===== src/rtl/cpu_step_pkg.sv =====
// Shared types for the CPU step controller: state encoding and run-mode constants.
package cpu_step_pkg;

  typedef enum logic [2:0] {
    ST_HALT  = 3'd0,
    ST_RUN   = 3'd1,
    ST_STEP  = 3'd2,
    ST_BURST = 3'd3,
    ST_DONE  = 3'd4
  } state_t;

  localparam logic [1:0] MODE_HALT  = 2'b00;
  localparam logic [1:0] MODE_RUN   = 2'b01;
  localparam logic [1:0] MODE_STEP  = 2'b10;
  localparam logic [1:0] MODE_BURST = 2'b11;

  // State requested by the mode pins; DONE is never requested directly.
  function automatic state_t mode_to_state(input logic [1:0] mode);
    case (mode)
      MODE_RUN:   return ST_RUN;
      MODE_STEP:  return ST_STEP;
      MODE_BURST: return ST_BURST;
      default:    return ST_HALT;
    endcase
  endfunction

endpackage


===== src/rtl/btn_debounce.sv =====
// Two-flop synchroniser plus debouncer for a raw push-button.
// level changes only after DEB_CYCLES consecutive samples that differ from it; rise pulses with a 0->1 change.
module btn_debounce #(
  parameter int DEB_CYCLES = 500000
) (
  input  logic clk,
  input  logic reset,
  input  logic btn,
  output logic level,
  output logic rise
);

  localparam int            CW       = $clog2(DEB_CYCLES + 1);
  localparam logic [CW-1:0] CNT_LAST = CW'(DEB_CYCLES - 1);

  logic [1:0]    sync;
  logic [CW-1:0] cnt;

  // NOTE: every flop here uses <= so all of them sample the pre-edge values, which is what makes the synchroniser a real two-stage chain.
  always_ff @(posedge clk) begin
    if (!reset) begin
      sync  <= '0;
      cnt   <= '0;
      level <= 1'b0;
      rise  <= 1'b0;
    end else begin
      sync <= {sync[0], btn};
      rise <= 1'b0;
      if (sync[1] == level) begin
        cnt <= '0;
      end else if (cnt == CNT_LAST) begin
        cnt   <= '0;
        level <= sync[1];
        rise  <= sync[1];
      end else begin
        cnt <= cnt + 1'b1;
      end
    end
  end

endmodule


===== src/rtl/cpu_step_ctrl.sv =====
// Clock-enable generator for a multicycle core: HALT / RUN / single STEP / counted BURST.
// Define CPU_STEP_CYCLE_CNT_EN to build the cpu_en pulse counter on cycle_cnt; otherwise it reads 0.
module cpu_step_ctrl
  import cpu_step_pkg::*;
#(
  parameter int DIV_W      = 26,
  parameter int DEB_CYCLES = 500000,
  parameter int BURST_W    = 16,
  parameter int CNT_W      = 32
) (
  input  logic               clk,
  input  logic               reset,
  input  logic [1:0]         mode,
  input  logic [DIV_W-1:0]   div_val,
  input  logic [BURST_W-1:0] burst_len,
  input  logic               step_btn,
  output logic               cpu_en,
  output logic               tick_led,
  output logic [2:0]         state_o,
  output logic               burst_done,
  output logic [CNT_W-1:0]   cycle_cnt
);

  state_t             state, state_nxt;
  logic [DIV_W-1:0]   div_cnt, div_cnt_nxt;
  logic [BURST_W-1:0] remain, remain_nxt;
  logic               held, counting, fire;
  logic               btn_rise;
  logic               btn_level_unused;

  // Only the edge matters to STEP; the debounced level is left for a future indicator.
  btn_debounce #(.DEB_CYCLES(DEB_CYCLES)) u_deb (
    .clk   (clk),
    .reset (reset),
    .btn   (step_btn),
    .level (btn_level_unused),
    .rise  (btn_rise)
  );

  // A mode change always wins over a terminal count or a step edge in the same cycle.
  assign held     = (state == mode_to_state(mode)) || (state == ST_DONE && mode == MODE_BURST);
  assign counting = (state == ST_RUN) || (state == ST_BURST);
  assign fire     = held && ((counting && div_cnt == div_val) || (state == ST_STEP && btn_rise));

  // NOTE: defaults are assigned before any branch so no path leaves a signal unassigned and no latch is inferred.
  always_comb begin
    state_nxt   = state;
    remain_nxt  = remain;
    div_cnt_nxt = '0;
    if (!held) begin
      state_nxt = mode_to_state(mode);
      if (state_nxt == ST_BURST) begin
        remain_nxt = burst_len;
        if (burst_len == '0) state_nxt = ST_DONE;
      end
    end else if (fire && state == ST_BURST) begin
      remain_nxt = remain - 1'b1;
      if (remain == BURST_W'(1)) state_nxt = ST_DONE;
    end
    // Free-running increment also covers a div_val lowered below the count: it wraps through all-ones.
    if (held && counting && !fire) div_cnt_nxt = div_cnt + 1'b1;
  end

  always_ff @(posedge clk) begin
    if (!reset) begin
      state      <= ST_HALT;
      div_cnt    <= '0;
      remain     <= '0;
      cpu_en     <= 1'b0;
      tick_led   <= 1'b0;
      burst_done <= 1'b0;
    end else begin
      state      <= state_nxt;
      div_cnt    <= div_cnt_nxt;
      remain     <= remain_nxt;
      cpu_en     <= fire;
      tick_led   <= tick_led ^ cpu_en;
      burst_done <= (state_nxt == ST_DONE);
    end
  end

  assign state_o = state;

`ifdef CPU_STEP_CYCLE_CNT_EN
  always_ff @(posedge clk) begin
    if (!reset)    cycle_cnt <= '0;
    else if (fire) cycle_cnt <= cycle_cnt + 1'b1;
  end
`else
  assign cycle_cnt = '0;
`endif

endmodule

===== config.mk =====
export PLATFORM = sky130hd
export DESIGN_NAME = cpu_step_ctrl
export DESIGN_NICKNAME = d
export VERILOG_FILES = /design/src/rtl/cpu_step_pkg.sv /design/src/rtl/btn_debounce.sv /design/src/rtl/cpu_step_ctrl.sv
export SDC_FILE = /design/constraint.sdc
export NUM_CORES = 1
export LEC_CHECK = 0
export BUFFER_PORTS_ARGS = -buffer_cell sky130_fd_sc_hd__buf_2
export CORE_MARGIN = 5
export CORE_UTILIZATION = 40
export DETAILED_ROUTE_END_ITERATION = 12
export PLACE_DENSITY_LB_ADDON = 0.2
export SLEW_MARGIN = 20
export SYNTH_ARGS = -nofsm -noshare
export SYNTH_HDL_FRONTEND = slang
export SYNTH_SLANG_ARGS = --single-unit

===== constraint.sdc =====
create_clock -name clk -period 2.1 [get_ports clk]
set_clock_uncertainty 0.05 [all_clocks]
set_input_delay 0.21 -clock clk [delete_from_list [all_inputs] [get_ports clk]]
set_output_delay 0.21 -clock clk [all_outputs]
set_load 0.03 [all_outputs]

# After elaboration in Yosys (flattened, before gate mapping)
# Index checks and enable logic that the tools add are counted.
[word_totals]
regBits = 71
inputBits = 47
output_inout_bits = 38
wordCells = 60
[op_classes]
n_addsub = 3
n_eq_ne = 15
muxes = 10
bitwise = 4
n_reduce_logical = 18
[op_table]
columns = ["cell", "count"]
rows = [
  ["two-way mux 16 bit", 3],
  ["adder 26 x 1 -> 26 bit (second input constant)", 1],
  ["== test 26 bit", 1],
  ["adder 19 x 1 -> 19 bit (second input constant)", 1],
  ["== test 19 bit (second input constant)", 1],
  ["two-way mux 3 bit", 6],
  ["== test 16 x 1 -> 1 bit (second input constant)", 1],
  ["zero test 16 bit", 1],
  ["subtractor 16 x 1 -> 16 bit (second input constant)", 1],
  ["== test 3 x 2 -> 1 bit (second input constant)", 3],
  ["logical AND 1 bit", 7],
  ["== test 3 bit (second input constant)", 2],
  ["one-hot mux 2 bit (3 select lines)", 1],
  ["AND reduction 2 bit", 3],
  ["OR reduction 3 bit", 2],
  ["== test 2 bit (second input constant)", 2],
  ["== test 3 x 1 -> 1 bit (second input constant)", 1],
  ["== test 3 bit", 1],
  ["logical OR 1 bit", 3],
  ["NOT 1 bit", 3],
  ["== test 2 x 1 -> 1 bit (second input constant)", 1],
  ["inequality test 2 x 1 -> 1 bit (second input constant)", 1],
  ["nonzero test 2 bit", 1],
  ["== test 1 bit", 1],
  ["2 further kinds", 2],
]

# Depth between registers and ports, before layout
[logic_depth]
ltp_word = 9
mapped_depth = 9
ltp_nobuf = 7

# Modules after synthesis
# Synthesis repeated with hierarchy kept, for this count alone.
[unflattened]
hier_cells = 499
area_unflattened_um2 = 4247.8
[by_module_without_submodules]
columns = ["mod", "instances", "cells_each", "area_per_inst_um2", "seq_area_each_um2"]
rows = [
  ["cpu_step_ctrl", 1, 389, 3203.1, 960.9],
  ["btn_debounce", 1, 110, 1044.8, 460.4],
]

# Worst setup path before layout
# Ideal clock, no wire load.
[synth_timing]
kind = "reg-to-reg"
startpoint = "reg state[1], in the netlist state_o[1]"
endpoint = "reg remain[7]"
setup_time_ps = 131
arrival_time_ps = 2010
required_time_ps = 1919
setup_slack_ps = -91
path_stages_with_launch = 8
n_path_buf = 1
period_less_slack_ps = 2191
path_cell_list = "dfxtp_1 xor2_1 nor3_1 or2_1 clkbuf_1 mux2_2 o31ai_1 o21ai_1"
[synth_between]
elab_chain_len = 8
[synth_lines]
columns = ["item", "line", "source"]
rows = [
  ["start: declaration", "cpu_step_ctrl.sv:24", "state_t state, state_nxt;"],
  ["start signal: assignment", "cpu_step_ctrl.sv:73", "state <= state_nxt;"],
  ["== test 3 x 1 -> 1 bit / == test 3 x 2 -> 1 bit (equally long branches)", "cpu_step_ctrl.sv:42, cpu_step_ctrl.sv:56", ""],
  ["logical OR 1 bit", "cpu_step_ctrl.sv:42", "assign counting = (state == ST_RUN) || (state == ST_BURST);"],
  ["logical AND 1 bit", "cpu_step_ctrl.sv:43", "assign fire = held && ((counting && div_cnt == div_val) || (state == ST_STEP && btn_rise));"],
  ["logical OR 1 bit", "cpu_step_ctrl.sv:43", ""],
  ["logical AND 1 bit", "cpu_step_ctrl.sv:43", ""],
  ["logical AND 1 bit", "cpu_step_ctrl.sv:56", "end else if (fire && state == ST_BURST) begin"],
  ["inequality test 2 x 1 -> 1 bit (no line)", "n/a", ""],
  ["AND reduction 2 bit (no line)", "n/a", ""],
  ["end signal: assignment", "cpu_step_ctrl.sv:75", "remain <= remain_nxt;"],
  ["end: declaration", "cpu_step_ctrl.sv:26", "logic [BURST_W-1:0] remain, remain_nxt;"],
]
# Parallel ways exist; a longest one is shown, timed or not.
# A chain may end at the register's enable or synchronous reset.

# Worst setup path after layout
[layout_timing]
startpoint = "reg div_cnt[19]"
endpoint = "reg remain[13]"
[layout_between]
elab_chain_len = 7
[layout_lines]
columns = ["item", "line", "source"]
rows = [
  ["start: declaration", "cpu_step_ctrl.sv:25", "logic [DIV_W-1:0] div_cnt, div_cnt_nxt;"],
  ["start signal: assignment", "cpu_step_ctrl.sv:74", "div_cnt <= div_cnt_nxt;"],
  ["== test 26 bit", "cpu_step_ctrl.sv:43", ""],
  ["logical AND 1 bit", "cpu_step_ctrl.sv:43", ""],
  ["logical OR 1 bit", "cpu_step_ctrl.sv:43", ""],
  ["logical AND 1 bit", "cpu_step_ctrl.sv:43", ""],
  ["logical AND 1 bit", "cpu_step_ctrl.sv:56", ""],
  ["inequality test 2 x 1 -> 1 bit (no line)", "n/a", ""],
  ["AND reduction 2 bit (no line)", "n/a", ""],
]
# Every way passes these cells.

==> out/metrics.cfg <==
[pwr]
sw_frac_of_total_pct=32.1
p_sw_uw=1100
total_power_uw=3430
combinationalPowerShare_pct=25.6
p_int_uw=2330
power_density_nw_per_um2=659
seq_power_share_pct=42.4
power.share.clock_pct=32.0
peakVddDrop_uv=380
power.leakage_uw=0.00208

[worst_setup_path]
critPathTopFamily=simple AND/OR/NAND/NOR gates
timing.rr.end=remain[13]
worstPathRequired_ns=2.28
rrSetupSlack_ns=0.01
cp_cell_sequence=xor2_2 -> or4_4 -> nand4b_4 -> o21a_4 -> o211ai_1 -> o31ai_4
cp.arrival_ns=2.27
rr_startpoint=div_cnt[19]
crit_type=flip-flop to flip-flop
path_depth=6
end_kind=flip-flop
path_max_fanout=10
cpPeakStageDelay_ns=0.54
worst_setup_path_start_kind=flip-flop
r2r_cells=6
path_buf_inv=0
slowest_stage=or4_4

[cells_and_area]
drive_gt1_share_pct=29.3
stdcell_area_sq_um=5210
antenna_cells=0
nNetsFinal=640
fin_cells=730
area_growth_pct=26.7
fillers=1016

[placed_design]
place_inst=708
pre_cts_ws_ns=-0.0954
port_buffers=52
routabilityCongestion=0.846
hpwl_mm=7.67
dpl_cell_area_sq_um=4760

[synthesis]
yosys.area.top_type=dfxtp_1
synth-main-ff-cell=dfxtp_1
synth_area_leaders=dfxtp_1, xor2_1, nor2_1, buf_4, xnor2_1
yosys-top-cells-count=dfxtp_1, nor2_1, xor2_1
ys_types=58
ys_seq_area_share_pct=34.6
synth_top_area_share_pct=34.6
async_flop_share_pct=0
ys_warn_count=0
syn_area_per_cell_sq_um=8.44
synth_cells=487
yosysMostFrequentCell=dfxtp_1
ys_seq_elements=71
synth-edff-count=0
synth_area_sq_um=4110

[global_route]
antenna_found_initial=0
grt_pass1_wl_mm=16.8
grt_pass1_vias=3510
track_usage_pct=16.4
grt_max_degree=32
grt-ovfl-total=0

[sta]
setup_ws_ns=0.00967
holdWs_ns=0.0352
hold_viol=0
setup_violations=0
slew_viol_final=0
worst_pin_slew_ns=0.595
min_period_over_period_pct=99.5
slew_headroom_pct=60.4
fin_crit_ns=2.09
fmax_mhz=478
rsz0062_at_grt=true

[clocking]
cts.sinks=71
clockRootBuffer=clkbuf_8
cts_tree=done
hold_buffers=0
path_clk_slew_ns=0.08
clk_path_buf_depth=2
cts_made_buffers=9
clk-insertion-delay-late_ns=0.35
htree_num_levels=3

[die]
fp.dieW_um=111
start_util_pct=40.3
die_h_um=111
die_area_sq_um=12400
io_pins=85
coreArea_sq_um=10200
rows=37

[drt]
routed_wl_mm=10.4
drt-pass1-iter-count=6
postRouteAntennaNets=0
drt_iter0_markers=194
wl_per_cell_um=14.2
num_vias=3665
drc=0
vias_per_cell=5.02

[flow_run]
maxCapViolCount=0

[hold_path]
worst_hold_path.endpoint=u_deb.sync[0]
worstHoldStart=step_btn
hold_path_depth=2
hp-class=input port to flip-flop

[run_status]
status=completed

-- registers in the layout, summed over array words and instances, names as in the netlist --
signal,count
div_cnt,26
u_deb.cnt,19
remain,16
state_o,3
u_deb.sync,2
burst_done,1
cpu_en,1
tick_led,1
u_deb.level,1
u_deb.rise,1
-- per-layer routing --
metal / track usage, % / vias to the layer above / wire length [um]
met5: 0 / - / 0
met4: 6.49 / 0 / 175
met3: 3.21 / 13 / 492
met2: 26.4 / 79 / 5030
met1: 21.5 / 1712 / 4690
li1: - / 1861 / -
-- cell usage in the layout, fill, tap and decap left out, types with 10 or more instances in the layout --
| master | synthesis | final |
|---|---|---|
| o21ai_0 | 11 | 11 |
| dfxtp_1 | 71 | 63 |
| nor4_1 | 16 | 15 |
| conb_1 | 1 | 32 |
| xor2_1 | 52 | 48 |
| buf_4 | 32 | 48 |
| nand3_1 | 23 | 23 |
| xnor2_1 | 18 | 18 |
| buf_2 | 4 | 53 |
| nor2_1 | 69 | 68 |
| clkbuf_8 | 0 | 10 |
| nand4_1 | 12 | 12 |
| nand2_1 | 37 | 37 |
| a21oi_1 | 14 | 12 |
-- metrics by stage --
step                      TNS, ns  util, %
after floorplan                 0        -
after global routing       -0.544     51.1
after CTS                       0     48.9
final                           0     51.1
after detailed placement   -0.612     46.7
after global placement     -0.201     46.7
-- cells by family (layout without fill, tap and decap cells) --
kind of cell,count (synthesis),count (layout),share of synthesized area [%]
simple gates,208,209,26.6
flops,71,71,34.6
xor+xnor,70,70,14.9
other cells,1,32,0.0913
compound gates,71,71,12.9
mux,4,4,1.00
buf+inv,58,133,8.71
fa+ha+maj,4,4,1.22
-- worst register-to-register path, delay by kind of cell, from the launching register on --
family / cells / cell delay, ns
flip-flops: 1 / 0.33
AO/OA/AOI/OAI: 3 / 0.70
XOR/XNOR: 1 / 0.15
AND/OR/NAND/NOR: 2 / 0.75
-- worst max path at each step --
stage | endpoint | from | slack [ns]
finish | remain[13] | div_cnt[19] | 0.01
global route | remain[10] | div_cnt[19] | -0.06
CTS | remain[4] | div_cnt[5] | 0.001
detailed placement | remain[7] | div_cnt[5] | -0.1
global placement | remain[7] | div_cnt[5] | -0.05
floorplan | remain[7] | div_cnt[5] | 0.06
-- repair_timing --
action	in CTS	in global routing
resized for setup	5	33
cloned	0	3
buffers inserted	0	3
setup endpoints to repair	16	44
pin swaps	0	17
-- power by group through the flow --
stage / combinational [uW] / clock (uW) / sequential, uW
detailed placement: 809 / 0 / 1480
finish: 877 / 1100 / 1450
global route: 955 / 1210 / 1460
CTS: 817 / 1130 / 1450
global placement: 813 / 0 / 1480
floorplan: 539 / 0 / 1490
-- layout make-up --
type | count | area (sq um) | share of cell area (%)
Multi-Input combinational cell | 390 | 2640 | 50.6
Sequential cell | 71 | 1430 | 27.5
Timing Repair Buffer | 109 | 742 | 14.2
Tap cell | 136 | 170 | 3.27
Clock buffer | 11 | 141 | 2.72
Clock inverter | 5 | 57.6 | 1.11
Inverter | 8 | 30.0 | 0.577
Power figures use the tool's default switching activity.
